===== src/rtl/lsu_mem_stage.sv =====
// RV32I load/store unit: single-outstanding req/ack data bus, lane steering and load extension.
// Optional define LSU_MISALIGN_CHK_EN rejects misaligned half/word accesses without touching the bus.
module lsu_mem_stage #(
   parameter int TIMEOUT_CYCLES = 255
) (
   input  logic        i_clk,
   input  logic        i_rst,
   input  logic        i_req,
   input  logic        i_we,
   input  logic [2:0]  i_funct3,
   input  logic [31:0] i_addr,
   input  logic [31:0] i_wdata,
   output logic        o_busy,
   output logic        o_done,
   output logic [31:0] o_rdata,
   output logic        o_err,
   output logic        o_mem_req,
   output logic        o_mem_we,
   output logic [31:0] o_mem_addr,
   output logic [3:0]  o_mem_be,
   output logic [31:0] o_mem_wdata,
   input  logic        i_mem_ack,
   input  logic [31:0] i_mem_rdata,
   input  logic        i_mem_err
);

   localparam logic [1:0] S_IDLE = 2'd0;
   localparam logic [1:0] S_REQ  = 2'd1;
   localparam logic [1:0] S_DONE = 2'd2;

   localparam logic [31:0] TO_LAST = 32'(TIMEOUT_CYCLES - 1);

   logic [1:0]  state;
   logic [2:0]  funct3_q;
   logic [1:0]  off_q;
   logic        mem_we_q;
   logic [31:0] mem_addr_q;
   logic [3:0]  mem_be_q;
   logic [31:0] mem_wdata_q;
   logic [31:0] rdata_q;
   logic        err_q;
   logic [31:0] cnt;

   logic        f3_ok;
   logic        misalign;
   logic        timeout_hit;
   logic [35:0] lanes;

   // Byte enables in [35:32], lane-replicated store data in [31:0].
   function automatic logic [35:0] store_lanes(input logic [2:0] f3, input logic [1:0] off,
                                               input logic [31:0] wd);
      case (f3[1:0])
         2'b00:   return {4'b0001 << off, {4{wd[7:0]}}};
         2'b01:   return {4'b0011 << {off[1], 1'b0}, {2{wd[15:0]}}};
         default: return {4'b1111, wd};
      endcase
   endfunction

   function automatic logic [31:0] load_extend(input logic [2:0] f3, input logic [1:0] off,
                                               input logic [31:0] word);
      logic        [7:0]  b;
      logic        [15:0] h;
      logic signed [7:0]  sb;
      logic signed [15:0] sh;
      case (off)
         2'd0:    b = word[7:0];
         2'd1:    b = word[15:8];
         2'd2:    b = word[23:16];
         default: b = word[31:24];
      endcase
      h  = off[1] ? word[31:16] : word[15:0];
      sb = signed'(b);
      sh = signed'(h);
      case (f3)
         3'b000:  return 32'(sb);
         3'b001:  return 32'(sh);
         3'b100:  return {24'd0, b};
         3'b101:  return {16'd0, h};
         default: return word;
      endcase
   endfunction

   always_comb begin
      if (i_we)
         f3_ok = (i_funct3 == 3'b000) || (i_funct3 == 3'b001) || (i_funct3 == 3'b010);
      else
         f3_ok = (i_funct3 == 3'b000) || (i_funct3 == 3'b001) || (i_funct3 == 3'b010) ||
                 (i_funct3 == 3'b100) || (i_funct3 == 3'b101);
`ifdef LSU_MISALIGN_CHK_EN
      misalign = ((i_funct3[1:0] == 2'b01) && i_addr[0]) ||
                 ((i_funct3[1:0] == 2'b10) && (i_addr[1:0] != 2'b00));
`else
      misalign = 1'b0;
`endif
      lanes       = store_lanes(i_funct3, i_addr[1:0], i_wdata);
      timeout_hit = (TIMEOUT_CYCLES != 0) && (cnt == TO_LAST);
   end

   always_ff @(posedge i_clk) begin
      if (i_rst) begin
         state       <= S_IDLE;
         funct3_q    <= 3'd0;
         off_q       <= 2'd0;
         mem_we_q    <= 1'b0;
         mem_addr_q  <= 32'd0;
         mem_be_q    <= 4'd0;
         mem_wdata_q <= 32'd0;
         rdata_q     <= 32'd0;
         err_q       <= 1'b0;
         cnt         <= 32'd0;
      end else begin
         case (state)
            S_IDLE: begin
               if (i_req) begin
                  funct3_q    <= i_funct3;
                  off_q       <= i_addr[1:0];
                  mem_we_q    <= i_we;
                  mem_addr_q  <= {i_addr[31:2], 2'b00};
                  mem_be_q    <= lanes[35:32];
                  mem_wdata_q <= lanes[31:0];
                  cnt         <= 32'd0;
                  // Rejected accesses complete straight away without a bus cycle.
                  if (!f3_ok || misalign) begin
                     state   <= S_DONE;
                     err_q   <= 1'b1;
                     rdata_q <= 32'd0;
                  end else begin
                     state   <= S_REQ;
                  end
               end
            end
            S_REQ: begin
               if (i_mem_ack) begin
                  state   <= S_DONE;
                  err_q   <= i_mem_err;
                  rdata_q <= i_mem_err ? 32'd0 : load_extend(funct3_q, off_q, i_mem_rdata);
               end else if (timeout_hit) begin
                  state   <= S_DONE;
                  err_q   <= 1'b1;
                  rdata_q <= 32'd0;
               end else begin
                  cnt     <= cnt + 32'd1;
               end
            end
            default: state <= S_IDLE;
         endcase
      end
   end

   assign o_busy      = ((state == S_IDLE) && i_req) || (state == S_REQ);
   assign o_done      = (state == S_DONE);
   assign o_rdata     = rdata_q;
   assign o_err       = err_q;
   assign o_mem_req   = (state == S_REQ);
   assign o_mem_we    = mem_we_q;
   assign o_mem_addr  = mem_addr_q;
   assign o_mem_be    = mem_be_q;
   assign o_mem_wdata = mem_wdata_q;

endmodule


===== config.mk =====
export PLATFORM = sky130hd
export DESIGN_NAME = lsu_mem_stage
export DESIGN_NICKNAME = d
export VERILOG_FILES = /design/src/rtl/lsu_mem_stage.sv
export SDC_FILE = /design/constraint.sdc
export NUM_CORES = 1
export LEC_CHECK = 0
export ABC_CLOCK_PERIOD_IN_PS = 2250
export BUFFER_PORTS_ARGS = -buffer_cell sky130_fd_sc_hd__buf_4
export CAP_MARGIN = 20
export CELL_PAD_IN_SITES_DETAIL_PLACEMENT = 1
export CELL_PAD_IN_SITES_GLOBAL_PLACEMENT = 1
export CORE_ASPECT_RATIO = 0.5
export CORE_MARGIN = 3
export CORE_UTILIZATION = 33
export CTS_CLUSTER_SIZE = 16
export DETAILED_ROUTE_END_ITERATION = 8
export PLACE_DENSITY = 0.86
export RECOVER_POWER = 50
export REMOVE_ABC_BUFFERS = 1
export SLEW_MARGIN = 25
export SYNTH_ARGS = -nofsm -noshare
export SYNTH_HDL_FRONTEND = slang
export SYNTH_SLANG_ARGS = --single-unit

===== constraint.sdc =====
create_clock -name i_clk -period 2.25 [get_ports i_clk]
set_input_delay 0.225 -clock i_clk [delete_from_list [all_inputs] [get_ports i_clk]]
set_output_delay 0.225 -clock i_clk [all_outputs]
set_load 0.05 [all_outputs]

* Word level (Yosys, flattened, before mapping)
Cells that the tools add are included.
** Storage, ports and cells
- Bits in registers :: 139
- Input port bits :: 105
- Logic and storage cells :: 72
** Cells by class
- Add/sub/neg operators :: 1
- Equal/unequal tests :: 18
- Shifts and indexed selects :: 2
- Muxes and demuxes :: 25
- Reduce and logical (&&, ||, !) cells :: 16
** Operators by type and width (count)
- $mux 32 :: 8
- $pmux 32 s2 :: 2
- $pmux 32 s4 :: 1
- $pmux 36 s2 :: 1
- $add 32x1->32 const B :: 1
- $eq 32x8->1 const B :: 1
- $pmux 8 s3 :: 1
- $mux 16 :: 1
- $eq 3x3->1 const B :: 4
- $mux 2 :: 4
- $ne 2x2->1 const B :: 4
- $reduce_and 4->1 :: 2
- $eq 2x1->1 const B :: 3
- $eq 3x1->1 const B :: 2
- $logic_not 2->1 :: 3
- $logic_not 3->1 :: 2
- $logic_or 1x1->1 :: 5
- $mux 1 :: 5
- $eq 2x2->1 const B :: 2
- $pmux 2 s2 :: 1
- $reduce_and 2->1 :: 2
- $shl 1x2->4 const A :: 1
- $shl 2x2->4 const A :: 1
- $eq 3x2->1 const B :: 1
- other kinds (4) :: 4

* Longest topological paths before layout
Gate-level depths: netlist of run 1.
- Word-level depth :: 9
- Depth in mapped cells :: 9

* Worst setup path before layout of run 1
OpenSTA, ideal clock, no wires.
- Path type :: flip-flop to flip-flop
- Start point :: reg cnt[0]
- End point :: reg rdata_q[18] (netlist: o_rdata[18])
- Arrival time :: 2055 ps
- Data required time :: 2133 ps
- Slack :: 78 ps
- Cell stages (with the launch flop) :: 10
- Buffers on the path :: 1
- Cell sequence :: dfxtp_1 -> inv_1 -> ha_1 -> nor4b_1 -> nand3_1 -> or3_4 -> a211oi_2 -> nor2_1 -> buf_2 -> a22o_1
** On the way
- Word-level cells in the longest chain between the ends :: 3
** RTL lines
- from (decl) :: line 42 : logic [31:0] cnt;
- from (signal assigned) :: line 142 : cnt <= cnt + 32'd1;
- $eq 32x8->1 :: line 96 : timeout_hit = (TIMEOUT_CYCLES != 0) && (cnt == TO_LAST);
- $ne 3x1->1 (no line)
- $reduce_and 4->1 (no line)
- to (signal assigned) :: line 136 : rdata_q <= i_mem_err ? 32'd0 : load_extend(funct3_q, off_q, i_mem_rdata);
- to (decl) :: line 40 : logic [31:0] rdata_q;
No other way between the ends.
A chain may end at the register's enable or synchronous reset.

* Final worst setup path of run 1
- Start point :: reg cnt[10]
- End point :: reg rdata_q[27] (netlist: o_rdata[27])
Same word-level chain as after synthesis.

==> results of run 1 <==
final timing paths:
path                                 endpoint  slack [ns]
setup reg to reg     o_rdata[27]$_SDFFE_PP0P_         0.1
setup / recovery     o_rdata[27]$_SDFFE_PP0P_         0.1
hold / removal    o_mem_addr[24]$_SDFFE_PP0P_        0.05
hold reg to reg       o_rdata[9]$_SDFFE_PP0P_        0.46
state kept, by name (all words and copies together), names as in the netlist:
| signal | flops |
|---|---|
| cnt | 32 |
| o_mem_wdata | 32 |
| o_rdata | 32 |
| o_mem_addr | 30 |
| o_mem_be | 4 |
| funct3_q | 3 |
| off_q | 2 |
| state | 2 |
| o_err | 1 |
| o_mem_we | 1 |
cell families (layout without fill, tap and decap cells):
group / after synthesis / count (layout)
muxes: 27 / 27
DFF: 139 / 139
buffers and inverters: 63 / 284
adders and majority gates: 2 / 2
xor gates and xnor gates: 17 / 17
AOI/OAI and AO/OA: 197 / 197
and+or+nand+nor: 331 / 331
other: 1 / 2
cells in the final DEF (no fill, tap or decap), types with 3 or more instances in the layout:
| master | n |
|---|---|
| sky130_fd_sc_hd__and4_1 | 5 |
| sky130_fd_sc_hd__nor2_1 | 65 |
| sky130_fd_sc_hd__o21ai_0 | 42 |
| sky130_fd_sc_hd__a21oi_1 | 74 |
| sky130_fd_sc_hd__a211oi_1 | 10 |
| sky130_fd_sc_hd__a31oi_1 | 11 |
| sky130_fd_sc_hd__clkbuf_16 | 17 |
| sky130_fd_sc_hd__mux2_2 | 8 |
| sky130_fd_sc_hd__buf_12 | 3 |
| sky130_fd_sc_hd__nand4_1 | 5 |
| sky130_fd_sc_hd__nor4_2 | 4 |
| sky130_fd_sc_hd__o2bb2ai_1 | 8 |
| sky130_fd_sc_hd__xnor2_1 | 16 |
| sky130_fd_sc_hd__mux2i_1 | 18 |
| sky130_fd_sc_hd__a22o_1 | 16 |
| sky130_fd_sc_hd__nor2b_1 | 3 |
| sky130_fd_sc_hd__nor3_1 | 21 |
| sky130_fd_sc_hd__dfxtp_1 | 137 |
| sky130_fd_sc_hd__inv_1 | 11 |
| sky130_fd_sc_hd__clkbuf_1 | 101 |
| sky130_fd_sc_hd__nand2b_1 | 19 |
| sky130_fd_sc_hd__nand2_1 | 168 |
| sky130_fd_sc_hd__nor4_1 | 3 |
| sky130_fd_sc_hd__clkinvlp_4 | 4 |
| sky130_fd_sc_hd__a41o_1 | 3 |
| sky130_fd_sc_hd__or3_1 | 6 |
| sky130_fd_sc_hd__a311oi_1 | 8 |
| sky130_fd_sc_hd__a21o_1 | 10 |
| sky130_fd_sc_hd__nand3_1 | 13 |
| sky130_fd_sc_hd__inv_6 | 3 |
| sky130_fd_sc_hd__buf_4 | 137 |
worst reg2reg max path: stages, from the launching register on:
cell                       delay (ns)
sky130_fd_sc_hd__dfxtp_1         0.36
sky130_fd_sc_hd__nor4_2          0.31
sky130_fd_sc_hd__nand4_2         0.20
sky130_fd_sc_hd__or3_4           0.43
sky130_fd_sc_hd__a211oi_4        0.24
sky130_fd_sc_hd__nor2_2          0.07
sky130_fd_sc_hd__buf_12          0.18
sky130_fd_sc_hd__a22o_1          0.27
metrics by stage:
stage | util (%) | setup TNS, ns
floorplan | - | -345.05
global placement | 45.7 | 0
detailed placement | 45.7 | 0
CTS | 49.0 | 0
global route | 47.2 | 0
finish | 47.2 | 0
layer usage:
metal  share of wire [%]  vias up
li1                    -     3125
met1                  43     3251
met2                  51      126
met3                 3.9       29
met4                 2.0        0
met5                   0        -
final cells by class:
| type | count | area (sq um) | share of cell area, % |
|---|---|---|---|
| Clock buffer | 18 | 439 | 5.18 |
| Clock inverter | 14 | 161 | 1.90 |
| Inverter | 11 | 41.3 | 0.487 |
| Multi-Input combinational cell | 576 | 3260 | 38.5 |
| Sequential cell | 139 | 2790 | 32.9 |
| Tap cell | 252 | 315 | 3.72 |
| Timing Repair Buffer | 241 | 1470 | 17.3 |
timing repair:
| item | CTS | global route |
|---|---|---|
| resized for setup | 2 | 10 |
| setup endpoints to repair | 1 | 31 |
| pin swaps | 0 | 4 |
| hold endpoints to repair | 0 | 0 |
power by group:
| part | switching (W) | internal [W] | leakage [nW] |
|---|---|---|---|
| sequential | 0.0000814 | 0.00259 | 1.13 |
| combinational | 0.000938 | 0.000375 | 1.92 |
| clock | 0.00120 | 0.00169 | 0.283 |
| total | 0.00222 | 0.00465 | 3.33 |
==> report_table.html, run 1 <==
<table>
<tr><th>Metric</th><th>Value</th></tr>
<tr><th colspan="2">Worst setup path</th></tr>
<tr><td>Sort of element at the end of the critical path</td><td>flop</td></tr>
<tr><td>Longest individual stage delay on the worst path</td><td>between 0.4 and 0.5 ns</td></tr>
<tr><td>Maximum fanout along the worst path</td><td>32</td></tr>
<tr><td>Slowest-stage cell, CP</td><td>sky130_fd_sc_hd__or3_4</td></tr>
<tr><td>Worst flop-to-flop path startpoint</td><td>cnt[10]$_SDFFE_PP0P_</td></tr>
<tr><td>Worst path required time</td><td>2.56 ns</td></tr>
<tr><td>Data arrival at the endpoint of the critical path</td><td>2.46 ns</td></tr>
<tr><td>Start point of the critical path</td><td>cnt[10]$_SDFFE_PP0P_</td></tr>
<tr><td>Count of buffering cells on the critical path with inverters included</td><td>1</td></tr>
<tr><td>Ordered cell list for the critical path</td><td>nor4_2 -&gt; nand4_2 -&gt; or3_4 -&gt; a211oi_4 -&gt; nor2_2 -&gt; buf_12 -&gt; a22o_1</td></tr>
<tr><td>Number of cells on the worst reg-to-reg path</td><td>7</td></tr>
<tr><td>Family with the most delay on the worst path</td><td>simple AND/OR/NAND/NOR gates</td></tr>
<tr><td>Path type of the worst setup path</td><td>flop to flop</td></tr>
<tr><td>Cell depth of the worst setup path</td><td>7</td></tr>
<tr><td>Critical path startpoint category</td><td>flop</td></tr>
<tr><th colspan="2">Synth</th></tr>
<tr><td>Most frequently used flop master after synthesis</td><td>sky130_fd_sc_hd__dfxtp_1</td></tr>
<tr><td>Fraction of the yosys area taken by sequential cells</td><td>~45%</td></tr>
<tr><td>Fraction of synthesized area in multiplexers</td><td>approximately 4.7%</td></tr>
<tr><td>Cell types with the highest counts after synthesis</td><td>sky130_fd_sc_hd__nand2_1 (168), sky130_fd_sc_hd__dfxtp_1 (139), sky130_fd_sc_hd__a21oi_1 (74)</td></tr>
<tr><td>Proportion of netlist area held by the largest area contributor</td><td>44.5%</td></tr>
<tr><td>Post-Syn Area per Cell</td><td>slightly above 8 sq um</td></tr>
<tr><td>Dominant combinational cell family by area after synthesis</td><td>simple AND/OR/NAND/NOR gates</td></tr>
<tr><td>Number of warnings printed during yosys synthesis</td><td>0</td></tr>
<tr><td>Post-synthesis adder-cell area fraction</td><td>less than 1%</td></tr>
<tr><td>Gate Count Post-Synth</td><td>777</td></tr>
<tr><td>Most area-hungry cell type in the Yosys netlist</td><td>sky130_fd_sc_hd__dfxtp_1</td></tr>
<tr><td>Simple-gate area share of the yosys netlist</td><td>between 20 and 25%</td></tr>
<tr><td>Post-synthesis sequential element count</td><td>~140</td></tr>
<tr><td>Compound-cell area share of the yosys netlist</td><td>between 10% and 20%</td></tr>
<tr><td>Most area-consuming cells after synthesis</td><td>sky130_fd_sc_hd__dfxtp_1 (45%), sky130_fd_sc_hd__nand2_1 (10%), sky130_fd_sc_hd__a21oi_1 (5.9%)</td></tr>
<tr><td>Library cell with the highest instance count after synthesis</td><td>sky130_fd_sc_hd__nand2_1</td></tr>
<tr><td>Number of flops mapped to enable cells by yosys</td><td>0</td></tr>
<tr><td>Share of async-settable or async-resettable flops after synthesis</td><td>0%</td></tr>
<tr><td>Distinct cell type count of the synthesized netlist</td><td>55</td></tr>
<tr><td>Fraction of synthesized cell area in xor and xnor cells</td><td>between 2 and 2.5%</td></tr>
<tr><td>Mapped Area</td><td>approximately 0.0062 sq mm</td></tr>
<tr><th colspan="2">Placed design</th></tr>
<tr><td>Placement-stage cell area</td><td>roughly 0.008 sq mm</td></tr>
<tr><td>Detailed placer's ending HPWL</td><td>between 15 and 20 mm</td></tr>
<tr><td>Port bufs</td><td>~210</td></tr>
<tr><td>Routability cong.</td><td>0.849</td></tr>
<tr><td>Number of cells in the design after placement</td><td>1,219</td></tr>
<tr><td>Pre-CTS WS</td><td>around 0.090 ns</td></tr>
<tr><th colspan="2">Clocking</th></tr>
<tr><td>Number of H-tree branching levels</td><td>4</td></tr>
<tr><td>Buffer levels on the longest clock path</td><td>2</td></tr>
<tr><td>Clock buffer count from CTS</td><td>17</td></tr>
<tr><td>Total of hold buffers inserted after clock tree synthesis</td><td>0</td></tr>
<tr><td>Number of clock sinks</td><td>139</td></tr>
<tr><td>Library cell used as clock root buffer</td><td>sky130_fd_sc_hd__clkbuf_16</td></tr>
<tr><td>Worst skew pair latency</td><td>0.42 ns</td></tr>
<tr><td>Clock-pin slew reported for the worst setup and hold paths after clock tree synthesis</td><td>roughly 0.07 ns</td></tr>
<tr><td>Total setup buffers inserted after CTS</td><td>0</td></tr>
<tr><td>TritonCTS clock tree</td><td>yes</td></tr>
<tr><th colspan="2">Global routing</th></tr>
<tr><td>Global routing met3 resource utilization</td><td>5.63%</td></tr>
<tr><td>Met1 demand-to-capacity share in global routing</td><td>around a quarter</td></tr>
<tr><td>First-pass GRT wire length</td><td>~36 mm</td></tr>
<tr><td>Grt total ovfl</td><td>0</td></tr>
<tr><td>Via count of the first global-routing pass</td><td>between 6k and 7k</td></tr>
<tr><td>Met2 usage</td><td>between 30% and 40%</td></tr>
<tr><td>Antenna violations before repair</td><td>0</td></tr>
<tr><td>Largest net degree at the start of global routing</td><td>93</td></tr>
<tr><td>Global-route usage over all layers</td><td>between 20% and 30%</td></tr>
<tr><td>Busiest metal layer after global routing</td><td>met2</td></tr>
<tr><th colspan="2">Min path</th></tr>
<tr><td>Cell count of the worst hold path</td><td>3</td></tr>
<tr><td>Class of the tightest hold or removal check</td><td>input pin to flop</td></tr>
<tr><td>Hold Startpoint</td><td>i_addr[24]</td></tr>
<tr><th colspan="2">Detailed routing</th></tr>
<tr><td>DRC Markers</td><td>0</td></tr>
<tr><td>DR vias</td><td>6,531</td></tr>
<tr><td>Final Routed Wirelength</td><td>between 20 and 25 mm</td></tr>
<tr><td>DRC marker count from the first detailed-route iteration</td><td>~280</td></tr>
<tr><td>Per-cell routed wire length</td><td>between 15 and 20 um</td></tr>
<tr><td>Antenna Nets Post-Route</td><td>0</td></tr>
<tr><td>Length of the first detailed-routing pass in iterations</td><td>4</td></tr>
<tr><td>Post-DR vias/cell</td><td>~5.2</td></tr>
<tr><th colspan="2">Power and ir drop</th></tr>
<tr><td>P_leak</td><td>between 3 and 4 nW</td></tr>
<tr><td>Power density normalized to cell area</td><td>811 mW/mm^2</td></tr>
<tr><td>VDD IR-drop max</td><td>about 0.00057 V</td></tr>
<tr><td>Total power draw</td><td>~0.007 W</td></tr>
<tr><th colspan="2">STA</th></tr>
<tr><td>Setup repair after global routing missed its margin</td><td>false</td></tr>
<tr><td>Max-slew violations</td><td>0</td></tr>
<tr><td>Worst Skew</td><td>0.0133 ns</td></tr>
<tr><td>Achievable Freq</td><td>around 460 MHz</td></tr>
<tr><td>Number of hold violations in the final report</td><td>0</td></tr>
<tr><td>Post-route clock period utilization</td><td>between 90% and 100%</td></tr>
<tr><td>Transition time at the pin with the least slew margin</td><td>0.695 ns</td></tr>
<tr><td>Count of final setup violators</td><td>0</td></tr>
<tr><td>Max_slew headroom</td><td>53.9%</td></tr>
<tr><td>Worst setup slack after layout</td><td>0.0961 ns</td></tr>
<tr><td>Worst slack on hold paths</td><td>roughly 0.046 ns</td></tr>
<tr><td>Final Critical Period</td><td>around 2.2 ns</td></tr>
<tr><th colspan="2">Final layout</th></tr>
<tr><td>P&amp;R area growth vs syn</td><td>35.6%</td></tr>
<tr><td>Count of inserted antenna diode cells</td><td>0</td></tr>
<tr><td>Fraction of layout cells with a size suffix above 1</td><td>between 20% and 30%</td></tr>
<tr><td>Post-route standard cell area excluding fillers</td><td>~0.0085 sq mm</td></tr>
<tr><td>Fill cells</td><td>around 2.2k</td></tr>
<tr><td>Final net count</td><td>between 1k and 1.5k</td></tr>
<tr><td>Final std cells w/o fill</td><td>between 1k and 1.5k</td></tr>
<tr><th colspan="2">Flow run</th></tr>
<tr><td>Max capacitance violation total</td><td>0</td></tr>
<tr><th colspan="2">Floorplan</th></tr>
<tr><td>Number of top-level design ports</td><td>210</td></tr>
<tr><td>Die span in y</td><td>slightly above 100 um</td></tr>
<tr><td>Die X</td><td>~200 um</td></tr>
<tr><td>Number of rows created at floorplan</td><td>34</td></tr>
<tr><td>Initial Utilization</td><td>about a third</td></tr>
<tr><td>Die area</td><td>0.0207 sq mm</td></tr>
<tr><td>Core Region</td><td>0.0180 sq mm</td></tr>
<tr><th colspan="2">Outcome</th></tr>
<tr><td>Result of the run</td><td>completed</td></tr>
</table>
(Power assumes the default switching activity.)
==> run 2: changes to the inputs <==
--- a/config.mk
+++ b/config.mk
@@ -5,6 +5,7 @@
 export SDC_FILE = /design/constraint.sdc
 export NUM_CORES = 1
 export LEC_CHECK = 0
+export ABC_AREA = 1
 export ABC_CLOCK_PERIOD_IN_PS = 2250
 export BUFFER_PORTS_ARGS = -buffer_cell sky130_fd_sc_hd__buf_4
 export CAP_MARGIN = 20
@@ -12,10 +13,11 @@
 export CELL_PAD_IN_SITES_GLOBAL_PLACEMENT = 1
 export CORE_ASPECT_RATIO = 0.5
 export CORE_MARGIN = 3
-export CORE_UTILIZATION = 33
+export CORE_UTILIZATION = 32
+export CTS_CLUSTER_DIAMETER = 50
 export CTS_CLUSTER_SIZE = 16
 export DETAILED_ROUTE_END_ITERATION = 8
-export PLACE_DENSITY = 0.86
+export PLACE_DENSITY = 0.85
 export RECOVER_POWER = 50
 export REMOVE_ABC_BUFFERS = 1
 export SLEW_MARGIN = 25
==> run 2 against run 1 <==
Compared with the run above:
- area after synthesis rose by 8.7%
- global-route usage rose by 1.3 points
- first-iteration DRC count rose by 46%
- critical path type unchanged
- largest power group unchanged
==> report_table.html, run 2 <==
<table>
<tr><th>Metric</th><th>Value</th></tr>
<tr><th colspan="2">STA</th></tr>
<tr><td>Max_slew headroom</td><td>between 40% and 50%</td></tr>
<tr><td>Worst Skew</td><td>0.0110 ns</td></tr>
<tr><td>Count of final setup violators</td><td>0</td></tr>
<tr><td>Setup repair after global routing missed its margin</td><td>false</td></tr>
<tr><td>Achievable Freq</td><td>about 500 MHz</td></tr>
<tr><td>Worst setup slack after layout</td><td>between 0.2 and 0.25 ns</td></tr>
<tr><td>Worst slack on hold paths</td><td>~0.016 ns</td></tr>
<tr><td>Post-route clock period utilization</td><td>roughly nine tenths</td></tr>
<tr><td>Final Critical Period</td><td>roughly 2 ns</td></tr>
<tr><td>Number of hold violations in the final report</td><td>0</td></tr>
<tr><td>Transition time at the pin with the least slew margin</td><td>approximately 0.75 ns</td></tr>
<tr><td>Max-slew violations</td><td>0</td></tr>
<tr><th colspan="2">Floorplan</th></tr>
<tr><td>Initial Utilization</td><td>roughly a third</td></tr>
<tr><td>Number of top-level design ports</td><td>210</td></tr>
<tr><td>Die area</td><td>0.0231 sq mm</td></tr>
<tr><td>Core Region</td><td>0.0201 sq mm</td></tr>
<tr><td>Die X</td><td>between 200 and 250 um</td></tr>
<tr><td>Die span in y</td><td>109 um</td></tr>
<tr><td>Number of rows created at floorplan</td><td>36</td></tr>
<tr><th colspan="2">Clocking</th></tr>
<tr><td>Total setup buffers inserted after CTS</td><td>0</td></tr>
<tr><td>Library cell used as clock root buffer</td><td>sky130_fd_sc_hd__clkbuf_16</td></tr>
<tr><td>Number of clock sinks</td><td>around 140</td></tr>
<tr><td>Buffer levels on the longest clock path</td><td>2</td></tr>
<tr><td>Clock buffer count from CTS</td><td>17</td></tr>
<tr><td>Clock-pin slew reported for the worst setup and hold paths after clock tree synthesis</td><td>0.07 ns</td></tr>
<tr><td>Number of H-tree branching levels</td><td>4</td></tr>
<tr><td>TritonCTS clock tree</td><td>yes</td></tr>
<tr><td>Worst skew pair latency</td><td>approximately 0.43 ns</td></tr>
<tr><td>Number of instances resized during post-cts repair</td><td>0</td></tr>
<tr><th colspan="2">Outcome</th></tr>
<tr><td>Result of the run</td><td>completed</td></tr>
<tr><th colspan="2">Placed design</th></tr>
<tr><td>Detailed placer's ending HPWL</td><td>between 15 and 20 mm</td></tr>
<tr><td>Routability cong.</td><td>around 0.9</td></tr>
<tr><td>Port bufs</td><td>between 200 and 250</td></tr>
<tr><td>Pre-CTS WS</td><td>0.234 ns</td></tr>
<tr><td>Placement-stage cell area</td><td>0.00853 sq mm</td></tr>
<tr><th colspan="2">Worst setup path</th></tr>
<tr><td>Path type of the worst setup path</td><td>flop to flop</td></tr>
<tr><td>Endpoint of the most critical register-to-register path</td><td>o_rdata[20]$_SDFFE_PP0P_</td></tr>
<tr><td>Start point of the critical path</td><td>state[1]$_SDFFE_PP0P_</td></tr>
<tr><td>Slack of the worst reg-to-reg path</td><td>0.20 ns</td></tr>
<tr><td>Longest individual stage delay on the worst path</td><td>0.40 ns</td></tr>
<tr><td>Number of cells on the worst reg-to-reg path</td><td>7</td></tr>
<tr><td>Sort of element at the end of the critical path</td><td>flop</td></tr>
<tr><td>Data arrival at the endpoint of the critical path</td><td>~2.4 ns</td></tr>
<tr><td>Maximum fanout along the worst path</td><td>34</td></tr>
<tr><td>Critical path startpoint category</td><td>flop</td></tr>
<tr><td>Worst flop-to-flop path startpoint</td><td>state[1]$_SDFFE_PP0P_</td></tr>
<tr><td>Slowest-stage cell, CP</td><td>sky130_fd_sc_hd__dfxtp_1</td></tr>
<tr><td>Worst path required time</td><td>2.55 ns</td></tr>
<tr><td>Timing endpoint of the critical path</td><td>o_rdata[20]$_SDFFE_PP0P_</td></tr>
<tr><td>Critical Path Most Common Cell</td><td>sky130_fd_sc_hd__nand2_1</td></tr>
<tr><td>Ordered cell list for the critical path</td><td>nor2_4 -&gt; inv_2 -&gt; nor2_1 -&gt; nand2_1 -&gt; nand3_4 -&gt; nand2_1 -&gt; a21oi_1</td></tr>
<tr><th colspan="2">Detailed routing</th></tr>
<tr><td>DRC marker count from the first detailed-route iteration</td><td>401</td></tr>
<tr><td>Final Routed Wirelength</td><td>~26 mm</td></tr>
<tr><td>Post-DR vias/cell</td><td>between 5 and 6</td></tr>
<tr><td>DRC Markers</td><td>0</td></tr>
<tr><td>Per-cell routed wire length</td><td>approximately 17 um</td></tr>
<tr><td>DR vias</td><td>7,533</td></tr>
<tr><td>Antenna Nets Post-Route</td><td>0</td></tr>
<tr><td>Length of the first detailed-routing pass in iterations</td><td>5</td></tr>
<tr><th colspan="2">Synth</th></tr>
<tr><td>Distinct cell type count of the synthesized netlist</td><td>37</td></tr>
<tr><td>Number of warnings printed during yosys synthesis</td><td>0</td></tr>
<tr><td>Share of async-settable or async-resettable flops after synthesis</td><td>0%</td></tr>
<tr><td>Most frequently used flop master after synthesis</td><td>sky130_fd_sc_hd__dfxtp_1</td></tr>
<tr><td>Post-synthesis sequential element count</td><td>~140</td></tr>
<tr><td>Most area-consuming cells after synthesis</td><td>sky130_fd_sc_hd__dfxtp_1 (41%), sky130_fd_sc_hd__nand2_1 (15%), sky130_fd_sc_hd__nand3_1 (7.5%)</td></tr>
<tr><td>Post-Syn Area per Cell</td><td>between 6 and 7 sq um</td></tr>
<tr><td>Gate Count Post-Synth</td><td>991</td></tr>
<tr><td>Proportion of netlist area held by the largest area contributor</td><td>about two fifths</td></tr>
<tr><td>Number of flops mapped to enable cells by yosys</td><td>0</td></tr>
<tr><td>Most area-hungry cell type in the Yosys netlist</td><td>sky130_fd_sc_hd__dfxtp_1</td></tr>
<tr><td>Fraction of the yosys area taken by sequential cells</td><td>roughly two fifths</td></tr>
<tr><td>Library cell with the highest instance count after synthesis</td><td>sky130_fd_sc_hd__nand2_1</td></tr>
<tr><td>Mapped Area</td><td>0.00679 sq mm</td></tr>
<tr><td>Cell types with the highest counts after synthesis</td><td>sky130_fd_sc_hd__nand2_1 (272), sky130_fd_sc_hd__dfxtp_1 (139), sky130_fd_sc_hd__nor2_1 (107)</td></tr>
<tr><th colspan="2">Power and ir drop</th></tr>
<tr><td>VDD IR-drop max</td><td>0.000564 V</td></tr>
<tr><td>P_leak</td><td>3.41 nW</td></tr>
<tr><td>Power density normalized to cell area</td><td>about 820 mW/mm^2</td></tr>
<tr><th colspan="2">Global routing</th></tr>
<tr><td>Via count of the first global-routing pass</td><td>slightly below 8k</td></tr>
<tr><td>Antenna violations before repair</td><td>0</td></tr>
<tr><td>First-pass GRT wire length</td><td>a little over 40 mm</td></tr>
<tr><td>Global-route usage over all layers</td><td>roughly 23%</td></tr>
<tr><td>Largest net degree at the start of global routing</td><td>45</td></tr>
<tr><td>Grt total ovfl</td><td>0</td></tr>
<tr><th colspan="2">Final layout</th></tr>
<tr><td>Fill cells</td><td>2,627</td></tr>
<tr><td>Count of inserted antenna diode cells</td><td>0</td></tr>
<tr><td>Fraction of layout cells with a size suffix above 1</td><td>about 16%</td></tr>
<tr><td>P&amp;R area growth vs syn</td><td>30.3%</td></tr>
<tr><td>Most common library cell in the layout ignoring fill and taps</td><td>sky130_fd_sc_hd__nand2_1</td></tr>
<tr><td>Post-route standard cell area excluding fillers</td><td>about 0.009 sq mm</td></tr>
<tr><td>Most frequent cells in the layout</td><td>sky130_fd_sc_hd__nand2_1 (272), sky130_fd_sc_hd__dfxtp_1 (139), sky130_fd_sc_hd__buf_4 (120)</td></tr>
<tr><td>Final net count</td><td>1,293</td></tr>
<tr><th colspan="2">Flow run</th></tr>
<tr><td>Max capacitance violation total</td><td>0</td></tr>
<tr><th colspan="2">Min path</th></tr>
<tr><td>Class of the tightest hold or removal check</td><td>input pin to flop</td></tr>
<tr><td>Cell count of the worst hold path</td><td>2</td></tr>
</table>
==> run 2: stage by stage <==
| stage | setup TNS [ns] | total power (W) | util (%) | cells |
|---|---|---|---|---|
| finish | 0 | 0.00721 | 43.9 | 1465 |
| global route | 0 | 0.00750 | 43.9 | 1465 |
| CTS | 0 | 0.00736 | 45.6 | 1460 |
| detailed placement | 0 | 0.00440 | 42.4 | 1424 |
| global placement | 0 | 0.00435 | 42.4 | 1424 |
| floorplan | -69.76 | 0.00373 | - | 934 |
==> run 2: metal layers <==
layer / GRT usage (%) / up-vias / part of all wire [%]
met4: 10.3 / 0 / 4.0
met2: 40.7 / 174 / 51
li1: - / 3648 / -
met3: 5.29 / 65 / 4.5
met5: 0 / - / 0
met1: 25.6 / 3646 / 41
==> run 2: power by group <==
group          internal, W  total (W)  switching (W)
Clock              0.00168    0.00296        0.00128
Combinational     0.000395    0.00154        0.00115
Sequential         0.00261    0.00270      0.0000927
Total              0.00469    0.00721        0.00252
==> run 2: final cells by class <==
type / count / area (sq um) / area share, %
timing repair buffer: 233 / 1400 / 15.8
clock buffer: 17 / 425 / 4.81
multi-input combinational: 728 / 3470 / 39.2
tap: 266 / 333 / 3.76
clock inverter: 15 / 183 / 2.07
inverter: 67 / 251 / 2.84
sequential: 139 / 2780 / 31.5
==> run 2: timing repair <==
action                                  CTS  global route
hold buffers                              4             5
hold endpoints to repair                  4             5
endpoints found under the setup margin    0             1
==> run 2: critical path, delay by kind of cell (launching register included) <==
family	cells	cell delay, ns
buffers and inverters	1	0.40
flip-flops	1	0.40
AO/OA/AOI/OAI	1	0.09
AND/OR/NAND/NOR	5	1.01
==> run 2: worst min path at each step <==
stage                                startpoint                          end  slack (ns)
floorplan                                 i_rst         cnt[11]$_SDFFE_PP0P_        0.29
detailed placement  o_mem_wdata[2]$_SDFFE_PP0P_  o_mem_wdata[2]$_SDFFE_PP0P_        0.44
CTS                                   i_addr[7]   o_mem_addr[7]$_SDFFE_PP0P_      0.0003
global placement    o_mem_wdata[2]$_SDFFE_PP0P_  o_mem_wdata[2]$_SDFFE_PP0P_        0.43
finish                                i_addr[7]   o_mem_addr[7]$_SDFFE_PP0P_        0.02
global route                          i_addr[6]   o_mem_addr[6]$_SDFFE_PP0P_      0.0003
==> run 2: logic make-up after synthesis <==
kind of cell	share of synthesized area [%]
buffers and inverters	8.18
DFF	41.0
other	0.0552
adders and majority gates	0.369
and+or+nand+nor	31.7
xor gates and xnor gates	0.903
AOI/OAI and AO/OA	17.8
